$ cat config.mk
export PLATFORM = sky130hd
export DESIGN_NAME = hazard_stall_unit
export DESIGN_NICKNAME = d
export VERILOG_FILES = /design/src/rtl/pipeline_pkg.sv /design/src/rtl/sat_counter.sv /design/src/rtl/hazard_stall_unit.sv
export SDC_FILE = /design/constraint.sdc
export NUM_CORES = 1
export LEC_CHECK = 0
export CORE_UTILIZATION = 30
export CTS_CLUSTER_DIAMETER = 30
export DETAILED_ROUTE_END_ITERATION = 12
export MAX_ROUTING_LAYER = met4
export PLACE_DENSITY_LB_ADDON = 0.08
export SLEW_MARGIN = 30
export SYNTH_ARGS = -nofsm -noshare
export SYNTH_HDL_FRONTEND = slang
export SYNTH_SLANG_ARGS = --single-unit
export TNS_END_PERCENT = 1
$ cat constraint.sdc
create_clock -name clk -period 2 [get_ports clk]
set_input_delay 0.2 -clock clk [delete_from_list [all_inputs] [get_ports clk]]
set_output_delay 0.2 -clock clk [all_outputs]
set_load 0.1 [all_outputs]
$ cat src/rtl/pipeline_pkg.sv
// Shared definitions for the pipeline control blocks: FSM state type,
// the hard-wired zero register index and default widths.
package pipeline_pkg;

    typedef enum logic {
        INIT = 1'b0,
        RUN  = 1'b1
    } hazard_state_t;

    localparam logic [4:0] REG_X0        = 5'd0;
    localparam int         XLEN_DEFAULT  = 64;
    localparam int         CNT_W_DEFAULT = 32;

    // A source operand depends on the load only if it is really read and
    // names the same architectural register; x0 is never a real dependency.
    function automatic logic src_depends(input logic       use_src,
                                         input logic [4:0] rs,
                                         input logic [4:0] rd);
        return use_src && (rd != REG_X0) && (rs == rd);
    endfunction

endpackage

$ cat src/rtl/sat_counter.sv
// Saturating up-counter with synchronous active-low clear. Sticks at
// all-ones so a long debug session never sees a count roll back to zero.
module sat_counter #(
    parameter int CNT_W = 32
) (
    input  logic             clk,
    input  logic             clear_n,
    input  logic             en,
    output logic [CNT_W-1:0] count
);

    localparam logic [CNT_W-1:0] CNT_ONE = {{(CNT_W-1){1'b0}}, 1'b1};

    logic [CNT_W-1:0] count_reg;
    logic [CNT_W-1:0] count_next;

    // Next value: increment only when enabled and not already saturated.
    always_comb begin
        count_next = count_reg;
        if (en && (count_reg != {CNT_W{1'b1}})) begin
            count_next = count_reg + CNT_ONE;
        end
    end

    // Counter register with synchronous clear.
    always_ff @(posedge clk) begin
        if (!clear_n) begin
            count_reg <= '0;
        end else begin
            count_reg <= count_next;
        end
    end

    assign count = count_reg;

endmodule

$ cat src/rtl/hazard_stall_unit.sv
// Hazard controller for the 5-stage core: generates PC / IF/ID write
// enables, ID/EX bubble, pipeline flushes and freeze, plus debug counters.
// Priority in RUN: memory freeze > taken-branch flush > load-use stall.
module hazard_stall_unit
    import pipeline_pkg::*;
#(
    parameter int XLEN  = XLEN_DEFAULT,
    parameter int CNT_W = CNT_W_DEFAULT
) (
    input  logic             clk,
    input  logic             reset,
    input  logic             IDEX_MemRead,
    input  logic [4:0]       IDEX_rd,
    input  logic [4:0]       IFID_rs1,
    input  logic [4:0]       IFID_rs2,
    input  logic             IFID_use_rs1,
    input  logic             IFID_use_rs2,
    input  logic             EXMEM_branch_taken,
    input  logic             mem_busy,
    output logic             PCWrite,
    output logic             IFIDWrite,
    output logic             IDEX_bubble,
    output logic             IFID_flush,
    output logic             IDEX_flush,
    output logic             EXMEM_flush,
    output logic             pipe_hold,
    output logic [CNT_W-1:0] stall_cnt,
    output logic [CNT_W-1:0] flush_cnt,
    output logic [CNT_W-1:0] freeze_cnt
);

    // XLEN only documents the datapath this unit serves; it shapes nothing here.
    if (XLEN < 32) begin : g_xlen_narrow
    end

    localparam int N_CNT    = 3;
    localparam int IDX_STALL  = 0;
    localparam int IDX_FLUSH  = 1;
    localparam int IDX_FREEZE = 2;

    hazard_state_t state_reg;

    logic             run_active;
    logic             load_use;
    logic             freeze_evt;
    logic             flush_evt;
    logic             stall_evt;
    logic [N_CNT-1:0] cnt_en;
    logic [CNT_W-1:0] cnt_val [N_CNT];

    // INIT lasts exactly one cycle after reset release, then RUN forever.
    always_ff @(posedge clk) begin
        if (!reset) begin
            state_reg <= INIT;
        end else begin
            case (state_reg)
                INIT:    state_reg <= RUN;
                RUN:     state_reg <= RUN;
                default: state_reg <= INIT;
            endcase
        end
    end

    // Hazard classification in strict priority order; held in reset looks like INIT.
    always_comb begin
        run_active = reset && (state_reg == RUN);
        load_use   = IDEX_MemRead &&
                     (src_depends(IFID_use_rs1, IFID_rs1, IDEX_rd) ||
                      src_depends(IFID_use_rs2, IFID_rs2, IDEX_rd));
        freeze_evt = run_active && mem_busy;
        flush_evt  = run_active && !mem_busy && EXMEM_branch_taken;
        stall_evt  = run_active && !mem_busy && !EXMEM_branch_taken && load_use;
    end

    // Control outputs: combinational from the inputs once running.
    always_comb begin
        PCWrite     = 1'b0;
        IFIDWrite   = 1'b0;
        IDEX_bubble = 1'b0;
        IFID_flush  = 1'b0;
        IDEX_flush  = 1'b0;
        EXMEM_flush = 1'b0;
        pipe_hold   = 1'b0;
        if (!run_active) begin
            // Hold PC at 0 and flush IF/ID so address 0 is fetched cleanly.
            IFID_flush = 1'b1;
        end else if (freeze_evt) begin
            pipe_hold = 1'b1;
        end else if (flush_evt) begin
            PCWrite     = 1'b1;
            IFIDWrite   = 1'b1;
            IFID_flush  = 1'b1;
            IDEX_flush  = 1'b1;
            EXMEM_flush = 1'b1;
        end else if (stall_evt) begin
            IDEX_bubble = 1'b1;
        end else begin
            PCWrite   = 1'b1;
            IFIDWrite = 1'b1;
        end
    end

    // Event enables feeding the debug counters.
    always_comb begin
        cnt_en             = '0;
        cnt_en[IDX_STALL]  = stall_evt;
        cnt_en[IDX_FLUSH]  = flush_evt;
        cnt_en[IDX_FREEZE] = freeze_evt;
    end

    genvar gi;
    for (gi = 0; gi < N_CNT; gi++) begin : g_cnt
        sat_counter #(
            .CNT_W (CNT_W)
        ) u_cnt (
            .clk     (clk),
            .clear_n (reset),
            .en      (cnt_en[gi]),
            .count   (cnt_val[gi])
        );
    end

    assign stall_cnt  = cnt_val[IDX_STALL];
    assign flush_cnt  = cnt_val[IDX_FLUSH];
    assign freeze_cnt = cnt_val[IDX_FREEZE];

endmodule

==> impl_results.md, run 1 <==
- Synthesis-stage register bit count: 97
- Synth top area share: about two fifths
- Seq/Total Area, Yosys: approximately 40%
- Cts hold-fix bufs: 0
- Clock transition at the registers of the reported paths: roughly 70 ps
- Worst-Skew Late Latency: 350 ps
- CORE AREA: approximately 16000 um2
- Die X-Extent: about 130 um
- Clock Sinks: 97
- DR vias/cell: just under 5
- Die area: about 17000 um2
- Final Hold Viols: 0
- P&R area growth vs syn: 53.2%
- Layout fillers: roughly 1600
- Post-synth EDFFs: 0
- Syn nets: about 600
- Maximum VDD drop: roughly 370 uV
- Internal power: roughly 3.2 mW
- Relative slew slack: between 60% and 70%
- Pleak: 3.02 nW
- Synthesized-area fraction occupied by and/or/nand/nor cells: between 30% and 40%
- Worst R2R Path Depth: 7
- R2r setup slk: about 12 ps
- RSZ-0062 raised after global routing: yes
- Hold Path Class: primary input to register
- Num CTS Buffers: 9
- Adder-cell share of the synthesized area: less than 1%
- Util after Layout: 47.0%
- Critical path class: register to register
- Critical-path maximum fanout: 7
- Synth Area in Compound Gates: 9.09%
- Worst Hold End: state_reg
- DRC errors left: 0
- Number of port buffers: between 100 and 150
- Antenna-violating nets left: 0
- H-tree levels: 3
- Clock Path Buffers: 2
- RePlAce Congestion: ~0.82
- Met2 wire len: about 7.0 mm
- Met3 routed WL: just over 800 um
- Reg power frac: 47.0%
- Multi-input gate area: 2910 um2
- Io pins: between 100 and 150
- Final Power: 4.13 mW
- Most common cell after layout, fill and taps aside: buf_4
- Synth async-reset ratio: 0%
- Number of global-route vias before repair: between 4000 and 5000
- Min-delay src: reset
- Post-DP HPWL: between 10 and 15 mm
- Minimum clock period: around 2000 ps
- Per-cell routed wire length: between 10 and 15 um
- Multiplexer share of the synthesized area: 2.47%
- Clock network fraction of total power: between 40% and 50%
- WP data arrival: roughly 2200 ps
- Die height: roughly 130 um
- CP required: 2240 ps
- Yosys warning count: 0
- Setup Skew: slightly below 7 ps
- Routed wire length: approximately 14 mm
- Worst slew pin tran: between 400 and 500 ps
- Startpoint types: register
- Commonest non-fill, non-tap cells in the layout: buf_4, dfxtp_1, nor2_1
- Max reg flops: between 90 and 100
- FF+latch area: ~2000 um2
- Top Layer Used: met4
- Share of layout cells above drive strength 1: between 30% and 40%
- Hold path depth: 2
- Crit path capture type: register
- Diodes inserted: 0
- Xor and xnor fraction of the mapped netlist area: about a tenth
- Setup-failing EPs final: 0
- Slew Viols, Final: 0
- Library cells used by synthesis: 52
- Leading area contributor after synthesis: dfxtp_1
- Largest net degree at the start of global routing: 40
- Maxcap violations: 0
- Power density over cell area: ~550 nW/um2
- Net count, final: slightly above 800
- R2r startpoint: g_cnt[0].u_cnt.count[10]
- Synth Area per Inst: between 8 and 9 um2
- Main combinational cell family by area after synthesis: simple AND/OR/NAND/NOR gates
- Fin crit share: 99.4%
- Grt ovf: 0
- Initial antenna violation count: 0
- Met1 wire length: approximately 6.5 mm
- Outcome: completed
- CTS root buf: clkbuf_16
- FMAX: between 0.5 and 0.6 GHz
- Synth Instances: 577
- Reg2reg end: g_cnt[0].u_cnt.count[16]
- Post-Syn Area: 4860 um2
- TritonCTS clock tree: done
- Initial DRC Count: roughly 190
- Drt pass-1 iters: 4
- Net switching power: roughly 980 uW
- Initial Util: approximately 31%
- Std cell rows: between 40 and 50
- Largest cells by area after synthesis: dfxtp_1, xor2_1, nand3_1, nor2_1, xnor2_1
- First-pass GRT wire length: 23.5 mm
- Gr usage total: about 18%
- Power share of the combinational group: under 10%
- Primary FF master, synth: dfxtp_1
- Vias: 5003
- Net Sw Frac: 23.7%
[Yosys cell counts, drive strengths merged (8+ instances only)]
master	number
dfxtp	97
nor2	57
nand2	51
nand3	49
xor2	34
nand4	32
a21oi	26
xnor2	23
and3	19
o21ai	18
clkbuf	16
or4	16
and4	15
o31ai	14
nor4	13
mux2i	12
buf	11
or3	11
inv	9
and2	8
nand2b	8
nor3	8
[layout make-up]
type	instances	area share [%]
Inverter	10	0.672
Sequential cell	97	26.7
Clock inverter	7	1.36
Tap cell	216	3.63
Clock buffer	9	3.03
Multi-Input combinational cell	444	39.0
Timing Repair Buffer	231	25.6
[critical path: stages (launching register included)]
cell and delay [ps]:
dfxtp_2 360, nand4_4 110, or4_4 560, nor4b_4 290, buf_4 200, nor3_2 60
and4_4 190, mux2i_1 110
[cells by family after synthesis]
family	after synthesis
buffers and inverters	37
AO/OA/AOI/OAI	72
XOR/XNOR	57
flip-flops	97
AND/OR/NAND/NOR	299
adder cells (fa/ha/maj)	3
multiplexers	12
[through the flow]
stage | setup TNS (ps) | setup WS (ps) | hold slack (ps) | std cells | instance area (um2)
after floorplan | -38000 | -582 | 228 | 577 | 4940
after global routing | -872 | -91.5 | 421 | 1014 | 7440
after global placement | -34800 | -563 | 462 | 991 | 6910
after detailed placement | -40020 | -589 | 470 | 991 | 6910
final | 0 | 12.0 | 416 | 1014 | 7440
after CTS | -3.71 | -2.00 | 409 | 1012 | 7320
[metal layers]
layer  global-route usage [%]  vias up
met5                        -        -
met3                     4.67       12
met4                     5.88        0
met2                     30.1      108
li1                         -     2534
met1                     22.1     2349
[power by group through the flow]
stage / clock, mW / combinational, mW / sequential (mW)
after floorplan: 0 / 0.113 / 2.00
after global placement: 0 / 0.255 / 1.98
after detailed placement: 0 / 0.256 / 1.98
after CTS: 2.00 / 0.262 / 1.94
after global routing: 2.08 / 0.279 / 1.94
final: 1.93 / 0.262 / 1.94
[how the worst max path moves through the flow]
stage	start	end	slack, ps
finish	g_cnt[0].u_cnt.count[10]	g_cnt[0].u_cnt.count[16]	10
detailed placement	reset	g_cnt[0].u_cnt.count[10]	-590
global placement	IDEX_rd[2]	IFIDWrite	-560
global route	g_cnt[0].u_cnt.count[3]	g_cnt[0].u_cnt.count[30]	-90
CTS	g_cnt[0].u_cnt.count[10]	g_cnt[0].u_cnt.count[12]	-2
floorplan	IDEX_rd[1]	PCWrite	-580
[timing repair]
action,4_1_cts,5_1_grt
gates resized for setup,27,29
gates cloned,1,0
pin swaps,10,10
endpoints found under the setup margin,65,54
setup buffers,4,2
Power figures use the tool's default switching activity.
==> run 2, diff against run 1 <==
REMOVE_ABC_BUFFERS = 1   (was unset)
==> impl_results.md, run 2 (same netlist as run 1, synthesis figures left out) <==
- Io pins: roughly 130
- Setup TNS: -38.4 ps
- Post-DP HPWL: between 10 and 15 mm
- Slew Viols, Final: 0
- Die X-Extent: 129 um
- Vias: around 5000
- Setup Skew: about 7.6 ps
- DRC errors left: 0
- CORE AREA: 15800 um2
- Fin crit share: 101%
- CTS root buf: clkbuf_16
- RSZ-0062 raised after global routing: yes
- Crit path capture type: primary output
- Critical-path maximum fanout: 7
- Antenna-violating nets left: 0
- Drt pass-1 iters: 4
- H-tree levels: 3
- Routed wire length: about 15 mm
- Final Hold Viols: 0
- Clock network fraction of total power: ~45%
- Num CTS Buffers: 9
- Commonest non-fill, non-tap cells in the layout: buf_4, dfxtp_1, nor2_1
- Cell family with most CP delay: buffers and inverters
- Internal power: 3.05 mW
- WP buf/inv: 4
- FMAX: just under 0.5 GHz
- Net Sw Frac: a little under a quarter
- Outcome: complete, but fails checks
- Reg power frac: around half
- Initial antenna violation count: 0
- Net switching power: ~960 uW
- Slowest CP cell: dfxtp_2
- Minimum clock period: 2020 ps
- Clock transition at the registers of the reported paths: ~70 ps
- Largest net degree at the start of global routing: between 40 and 50
- TritonCTS clock tree: done
- Critical path class: register to primary output
- First-pass GRT wire length: ~24 mm
- Number of port buffers: 124
- Startpoint types: register
- Worst path cell trace: nand2_2 -> nor4b_4 -> o21a_1 -> nand2_2 -> buf_12 -> inv_8 -> buf_8 -> buf_12
- Clock Path Buffers: 2
- WP data arrival: between 1500 and 2000 ps
- Net count, final: between 800 and 900
- Diodes inserted: 0
- P&R area growth vs syn: 53.8%
- Worst-Skew Late Latency: 350 ps
- Power share of the combinational group: approximately 6.6%
- Relative slew slack: approximately two thirds
- Die height: roughly 130 um
- Final Power: around 4 mW
- Maxcap violations: 0
- Worst slew pin tran: just under 500 ps
- DR vias/cell: 4.88
- Hold Path Class: primary input to register
- Initial Util: between 30 and 40%
- Most common cell after layout, fill and taps aside: buf_4
- Std cell rows: 46
- Grt ovf: 0
- Setup-failing EPs final: 2
- Max stage delay on crit path: between 300 and 400 ps
- Number of global-route vias before repair: roughly 4800
- Pleak: 3.08 nW
- RePlAce Congestion: approximately 0.79
- Per-cell routed wire length: about 14 um
- CP required: 1800 ps
- Finished Cell Area: 7470 um2
- Layout fillers: between 1500 and 2000
- Setup slack after layout: -23.3 ps
- Die area: ~17000 um2
- Clock Sinks: between 90 and 100
- Power density over cell area: 537 nW/um2
- Placed cell areas: a little under 7000 um2
- Max reg flops: 96
- Share of layout cells above drive strength 1: a little over a third
- Gr usage total: 18.5%
- Failing checks: setup timing
- Maximum VDD drop: around 490 uV
- Initial DRC Count: approximately 220
==> run 2: cell types whose count changed in the layout (fill, tap and decap cells not counted), sizes merged <==
cell           before  now
clkbuf              9   10
buf               212  229
clkdlybuf4s15       1    0
clkinvlp            2    0
bufinv              2    1
nand2              52   51
clkdlybuf4s50      14   13
clkinv              2    4
==> run 2: repair_timing <==
item,4_1_cts,5_1_grt
buffers inserted,4,3
pin swaps,9,24
endpoints found under the hold margin,0,0
hold buffers,0,0
endpoints found under the setup margin,46,70
gates resized for setup,32,37
==> run 2: power groups by stage <==
stage / clock, mW / sequential [mW] / combinational, mW
floorplan: 0 / 2.00 / 0.0924
global placement: 0 / 1.98 / 0.262
detailed placement: 0 / 1.98 / 0.263
CTS: 1.87 / 1.94 / 0.263
global route: 1.95 / 1.94 / 0.282
finish: 1.81 / 1.94 / 0.265
==> run 2: worst paths after layout <==
| kind | startpoint | endpoint | cells past startpoint | slack, ps |
|---|---|---|---|---|
| max | state_reg | IDEX_bubble | 8 | -20 |
| min | reset | g_cnt[0].u_cnt.count[19] | 4 | 340 |
| max reg2reg | g_cnt[0].u_cnt.count[17] | g_cnt[0].u_cnt.count[31] | 7 | -20 |
| min reg2reg | g_cnt[2].u_cnt.count[6] | g_cnt[2].u_cnt.count[6] | 1 | 510 |
==> run 2: final cells by class <==
type	instances	area, um2	area share [%]
tap	216	270	3.62
inverter	10	45.0	0.603
timing repair buffer	246	2010	26.9
clock inverter	6	66.3	0.888
clock buffer	10	239	3.20
sequential	97	1960	26.2
multi-input combinational	443	2880	38.6
==> run 2: worst reg2reg max path, cell delays in order (launching register included) <==
cell and delay (ps):
dfxtp_2 340, nand3_2 100, or4_4 580, nor4b_4 330
buf_4 180, nor4_1 60, nor3b_1 160, o21a_1 160
==> run 2: metrics by stage <==
step                      std cells  utilization [%]  hold slack (ps)  setup slack (ps)
final                          1028             47.2              336             -23.3
after global routing           1028             47.2              345              -126
after CTS                      1026             46.2              508             -39.6
after detailed placement       1006             43.9              493              -480
after global placement         1006             43.9              477              -446
after floorplan                 550                -              228             -5060
==> run 2: routing by layer <==
metal / wire, um / share of wire, % / track usage (%)
met1: 7050 / 48 / 23.8
met2: 6800 / 46 / 29.0
met3: 772 / 5.2 / 3.26
met4: 171 / 1.2 / 6.64
met5: 0 / 0 / -
